`src/rtl/fft_mdc_pkg.sv`:
```
// rtl/fft_mdc_pkg.sv - shared types and helpers for the MDC FFT datapath
package fft_mdc_pkg;

    localparam int DEFAULT_WIDTH = 9;

    typedef struct packed {
        logic signed [DEFAULT_WIDTH-1:0] re;
        logic signed [DEFAULT_WIDTH-1:0] im;
    } cplx_t;

    // Ceiling log2; clog2(1) is 0 so callers size single-entry counters themselves
    function automatic int clog2(input int value);
        int result;
        int remaining;
        result    = 0;
        remaining = value - 1;
        while (remaining > 0) begin
            result    = result + 1;
            remaining = remaining >> 1;
        end
        return result;
    endfunction

endpackage

```
`src/rtl/mdc_delay_line.sv`:
```
// rtl/mdc_delay_line.sv - enable-gated shift-register delay of DEPTH beats
module mdc_delay_line #(
    parameter int DEPTH = 8,
    parameter int W     = 18
) (
    input  logic         clk,
    input  logic         rst_n,
    input  logic         en,
    input  logic [W-1:0] din,
    output logic [W-1:0] dout
);

    logic [W-1:0] taps [DEPTH];

    // Shift one stage per beat; reset clears every stage so the line starts at zero
    always_ff @(posedge clk or negedge rst_n) begin
        if (!rst_n) begin
            for (int i = 0; i < DEPTH; i++) begin
                taps[i] <= '0;
            end
        end else if (en) begin
            taps[0] <= din;
            for (int i = 1; i < DEPTH; i++) begin
                taps[i] <= taps[i-1];
            end
        end
    end

    assign dout = taps[DEPTH-1];

endmodule

```
`src/rtl/mdc_delay_commutator.sv`:
```
// rtl/mdc_delay_commutator.sv - radix-2 MDC delay-commutator with bypass and frame sync
module mdc_delay_commutator
    import fft_mdc_pkg::*;
#(
    parameter int WIDTH = DEFAULT_WIDTH,
    parameter int DEPTH = 8
) (
    input  logic             clk,
    input  logic             rst_n,
    input  logic             in_valid,
    input  logic             frame_start,
    input  logic             mode,
    input  logic [WIDTH-1:0] in_up_re,
    input  logic [WIDTH-1:0] in_up_im,
    input  logic [WIDTH-1:0] in_low_re,
    input  logic [WIDTH-1:0] in_low_im,
    output logic             out_valid,
    output logic [WIDTH-1:0] out_up_re,
    output logic [WIDTH-1:0] out_up_im,
    output logic [WIDTH-1:0] out_low_re,
    output logic [WIDTH-1:0] out_low_im
);

    // Counter spans one switch period (2*DEPTH); the select is its top bit
    localparam int KW      = clog2(2 * DEPTH);
    localparam int SEL_BIT = clog2(DEPTH);
    localparam int FW      = clog2(DEPTH + 1);
    localparam int LW      = 2 * WIDTH;

    logic [KW-1:0] k_q;
    logic [KW-1:0] k_use;
    logic [FW-1:0] fill_q;
    logic          sel;
    logic [LW-1:0] x0;
    logic [LW-1:0] x1;
    logic [LW-1:0] y0;
    logic [LW-1:0] y1;
    logic [LW-1:0] d2_out;

    // Upper lane delayed DEPTH beats ahead of the switch
    mdc_delay_line #(
        .DEPTH (DEPTH),
        .W     (LW)
    ) u_d1 (
        .clk   (clk),
        .rst_n (rst_n),
        .en    (in_valid),
        .din   ({in_up_re, in_up_im}),
        .dout  (x0)
    );

    // Lower switch output delayed DEPTH beats to re-align the pair
    mdc_delay_line #(
        .DEPTH (DEPTH),
        .W     (LW)
    ) u_d2 (
        .clk   (clk),
        .rst_n (rst_n),
        .en    (in_valid),
        .din   (y1),
        .dout  (d2_out)
    );

    // Beat index (frame_start forces 0 on this beat) and the 2x2 switch
    always_comb begin
        k_use = frame_start ? '0 : k_q;
        sel   = k_use[SEL_BIT] & ~mode;
        x1    = {in_low_re, in_low_im};
        y0    = x0;
        y1    = x1;
        if (sel) begin
            y0 = x1;
            y1 = x0;
        end
    end

    // Sample counter and saturating fill count; both move only on beats
    always_ff @(posedge clk or negedge rst_n) begin
        if (!rst_n) begin
            k_q    <= '0;
            fill_q <= '0;
        end else if (in_valid) begin
            k_q <= k_use + KW'(1);
            if (fill_q != FW'(DEPTH)) begin
                fill_q <= fill_q + FW'(1);
            end
        end
    end

    // Output registers hold between beats; valid pulses only on filled beats
    always_ff @(posedge clk or negedge rst_n) begin
        if (!rst_n) begin
            out_valid  <= 1'b0;
            out_up_re  <= '0;
            out_up_im  <= '0;
            out_low_re <= '0;
            out_low_im <= '0;
        end else if (in_valid) begin
            out_valid  <= (fill_q == FW'(DEPTH));
            out_up_re  <= y0[LW-1:WIDTH];
            out_up_im  <= y0[WIDTH-1:0];
            out_low_re <= d2_out[LW-1:WIDTH];
            out_low_im <= d2_out[WIDTH-1:0];
        end else begin
            out_valid  <= 1'b0;
        end
    end

endmodule

```
`config.mk`:
```
export PLATFORM = sky130hd
export DESIGN_NAME = mdc_delay_commutator
export DESIGN_NICKNAME = d
export VERILOG_FILES = /design/src/rtl/fft_mdc_pkg.sv /design/src/rtl/mdc_delay_line.sv /design/src/rtl/mdc_delay_commutator.sv
export SDC_FILE = /design/constraint.sdc
export NUM_CORES = 1
export LEC_CHECK = 0
export BUFFER_PORTS_ARGS = -buffer_cell sky130_fd_sc_hd__clkbuf_2
export CAP_MARGIN = 15
export CORE_MARGIN = 4
export CORE_UTILIZATION = 60
export CTS_CLUSTER_DIAMETER = 100
export CTS_CLUSTER_SIZE = 16
export DETAILED_ROUTE_END_ITERATION = 7
export GPL_ROUTABILITY_DRIVEN = 0
export PLACE_DENSITY = 0.76
export SYNTH_ARGS = -nofsm -noshare
export SYNTH_HDL_FRONTEND = slang
export SYNTH_SLANG_ARGS = --single-unit
```
`constraint.sdc`:
```
create_clock -name clk -period 1.55 [get_ports clk]
set_input_delay 0.155 -clock clk [delete_from_list [all_inputs] [get_ports clk]]
set_output_delay 0.155 -clock clk [all_outputs]
set_load 0.01 [all_outputs]
```
==> flow_metrics.env <==
export IMPL_p_switching_uw=5810
export IMPL_power_density_nw_per_um2=1540
export IMPL_hold_path_class="input port to register"
export IMPL_final_layout_size_suffix_gt1_share_pct=43.3
export IMPL_die_y_um=154
export IMPL_totalPowerFinal_uw=22300
export IMPL_maxCapViolCount=0
export IMPL_core_area_um2=21000
export IMPL_diodes=0
export IMPL_crit_path_max_fanout=4
export IMPL_p_int_uw=16500
export IMPL_crit_path_max_incr_delay_ps=420
export IMPL_period_minus_slack_ps=1440
export IMPL_vias=6823
export IMPL_period_share_pct=93.2
export IMPL_final_nets=1004
export IMPL_synth_main_ff_cell="dfrtp_1"
export IMPL_synth_cell_types=28
export IMPL_synth_edff_count=0
export IMPL_relSlewSlack_pct=73.0
export IMPL_htreeDepth=1
export IMPL_rsz0062_at_grt="false"
export IMPL_irDropWorstVdd_mv=0.863
export IMPL_grt_pass1_wl_mm=36.5
export IMPL_cts_resized=0
export IMPL_cp_required_ps=1950
export IMPL_cts_hold_buffers=38
export IMPL_wl_per_cell_um=16.9
export IMPL_netSwitchingFraction_pct=26.1
export IMPL_clock_root_buffer="clkbuf_16"
export IMPL_first_pass_iters=4
export IMPL_setup_violations=0
export IMPL_power_leakage_uw=0.00631
export IMPL_rows=53
export IMPL_place_inst=1172
export IMPL_drv_slew=0
export IMPL_stdcell_count=1236
export IMPL_grt_total_usage_pct=18.3
export IMPL_syn_area_um2=12700
export IMPL_p_clk_share_pct=24.9
export IMPL_worstPathArrival_ps=1840
export IMPL_syn_avg_cell_area_um2=15.1
export IMPL_crit_path_start_kind="register"
export IMPL_clockBufferDepth=3
export IMPL_critical_path_top_delay_family="flip-flops"
export IMPL_synthesis_nets=889
export IMPL_synthCells=846
export IMPL_p_comb_share_pct=18.1
export IMPL_worst_setup_path_end_kind="register"
export IMPL_clock_skew_ps=6.83
export IMPL_fmax_ghz=0.693
export IMPL_p_seq_share_pct=57.0
export IMPL_drc=0
export IMPL_die_width_um=154
export IMPL_start_util_pct=60.8
export IMPL_io_pins=78
export IMPL_cp_slowest_cell="dfrtp_1"
export IMPL_crit_type="register to register"
export IMPL_setup_tns_ps=0
export IMPL_clkTransAtPathRegs_ps=70
export IMPL_crit_buf_inv=1
export IMPL_path_cells="inv_1 -> ha_1 -> nand2_1 -> o21ai_1 -> mux2_2"
export IMPL_grt_max_degree=79
export IMPL_status="finished, final reports clean"
export IMPL_overflow=0
export IMPL_drtIter0Drc=363
export IMPL_hold_viol_final=0
export IMPL_clock_sinks=333
export IMPL_cts_setup_buffers=0
export IMPL_dieArea_um2=23600
export IMPL_cts_tree="built"
export IMPL_totalWireLength_mm=20.9
export IMPL_dp_hpwl_mm=13.6
export IMPL_synthArstFlopShare_pct=100
export IMPL_clock_latency_ps=510
export IMPL_cts_made_buffers=24
export IMPL_syn_to_final_growth_pct=13.7
export IMPL_first_global_vias=7297
export IMPL_yosysWarnings=0
export IMPL_port_buffers=77
export IMPL_ant_nets=0
export IMPL_antenna_found_initial=0
export IMPL_yosysSeqAreaShare_pct=65.4
export IMPL_tightest_slew_ps=405
export IMPL_viasPerCell=5.52
export IMPL_ys_seq_elements=333
[worst register-to-register path, stage by stage, from the launching register on]
cell and delay [ps]:
dfrtp_1 420, inv_1 80, ha_1 140, nand2_1 80, o21ai_1 250, mux2_2 360
[per-stage QoR]
step	area (µm²)	setup WS [ps]	hold WS (ps)	utilization, %
5_1_grt	14500	63.9	40.4	69.1
3_5_place_dp	13500	159	99.4	64.3
6_report	14500	106	20.9	69.1
2_1_floorplan	12700	262	-141	-
4_1_cts	14500	120	4.53	69.1
3_3_place_gp	13500	220	94.6	64.3
[layout make-up]
type / instances / area (µm²)
Clock buffer: 25 / 626
Clock inverter: 1 / 5.00
Fill cell: 1426 / 6470
Inverter: 5 / 18.8
Multi-Input combinational cell: 460 / 4090
Sequential cell: 333 / 8330
Tap cell: 275 / 344
Timing Repair Buffer: 137 / 1080
[synthesized netlist by cell type (2+ instances only)]
library cell  count  area (µm²)
buf_8             3        45.0
a21oi_1           2        10.0
a31oi_1          36         225
inv_1             5        18.8
dfrtp_1         333        8330
mux2_2          289        3250
o22ai_1           3        18.8
xnor2_1           2        17.5
clkbuf_1          5        18.8
buf_4             2        15.0
nor2_1           38         143
nand2_1          75         282
ha_1              2        25.0
buf_6             5        56.3
buf_2            33         165
[registers in the layout (all words and copies together), names as in the netlist]
register,flops
u_d1.taps,126
u_d2.taps,126
u_d1.dout,18
u_d2.dout,18
out_low_im,9
out_low_re,9
out_up_im,9
out_up_re,9
fill_q,4
k_q,4
out_valid,1
[logic make-up after synthesis]
family	count (synthesis)	synth area share, %
adders and majority gates	2	0.196
buffers and inverters	53	2.50
muxes	290	25.6
and+or+nand+nor	122	3.96
DFF	333	65.4
AOI/OAI and AO/OA	43	2.09
xor gates and xnor gates	3	0.206
[power by group through the flow]
stage	clock network (µW)	logic [µW]	registers, µW
global placement	0	3810	12700
global route	6060	4490	13000
CTS	5710	4140	12700
detailed placement	0	4020	12900
floorplan	0	2740	12500
finish	5540	4030	12700
[cell usage in the layout, fill, tap and decap left out]
cell,netlist,layout
clkbuf_2,0,75
nor3b_1,1,1
or3b_1,1,1
a21oi_1,2,2
buf_8,3,2
mux2_2,289,289
nand3b_1,1,1
xnor2_1,2,2
ha_1,2,2
nor2_1,38,38
o22ai_1,3,3
nand2_1,75,75
dlygate4sd3_1,0,38
dfrtp_1,333,333
o21ai_1,1,1
nand4_1,1,1
clkbuf_16,0,25
xor2_1,1,1
nor3b_4,1,1
a31oi_1,36,36
clkinv_2,0,1
mux2i_1,1,1
buf_12,0,10
o21a_1,1,1
buf_4,2,12
and2b_1,1,1
and2b_2,1,1
and4b_1,1,1
inv_1,5,5
nand3_1,1,1
[path summary, 6_finish.rpt]
check                           from  depth (start not counted)  slack [ps]             end
min reg2reg                fill_q[3]                          1         490       fill_q[3]
min                         in_valid                          2          20  u_d2.taps[143]
max in group asynchronous      rst_n                          3         660   u_d1.taps[50]
max                        fill_q[0]                          5         110       fill_q[1]
min in group asynchronous      rst_n                          2         140   u_d2.taps[46]
max reg2reg                fill_q[0]                          5         110       fill_q[1]
[routing by layer]
metal,global-route usage (%),vias up,routed length [µm]
li1,-,3159,-
met1,25.6,3511,9250
met2,30.7,112,10400
met3,2.20,41,661
met4,5.21,0,543
met5,0,-,0
Power figures use the tool's default switching activity.
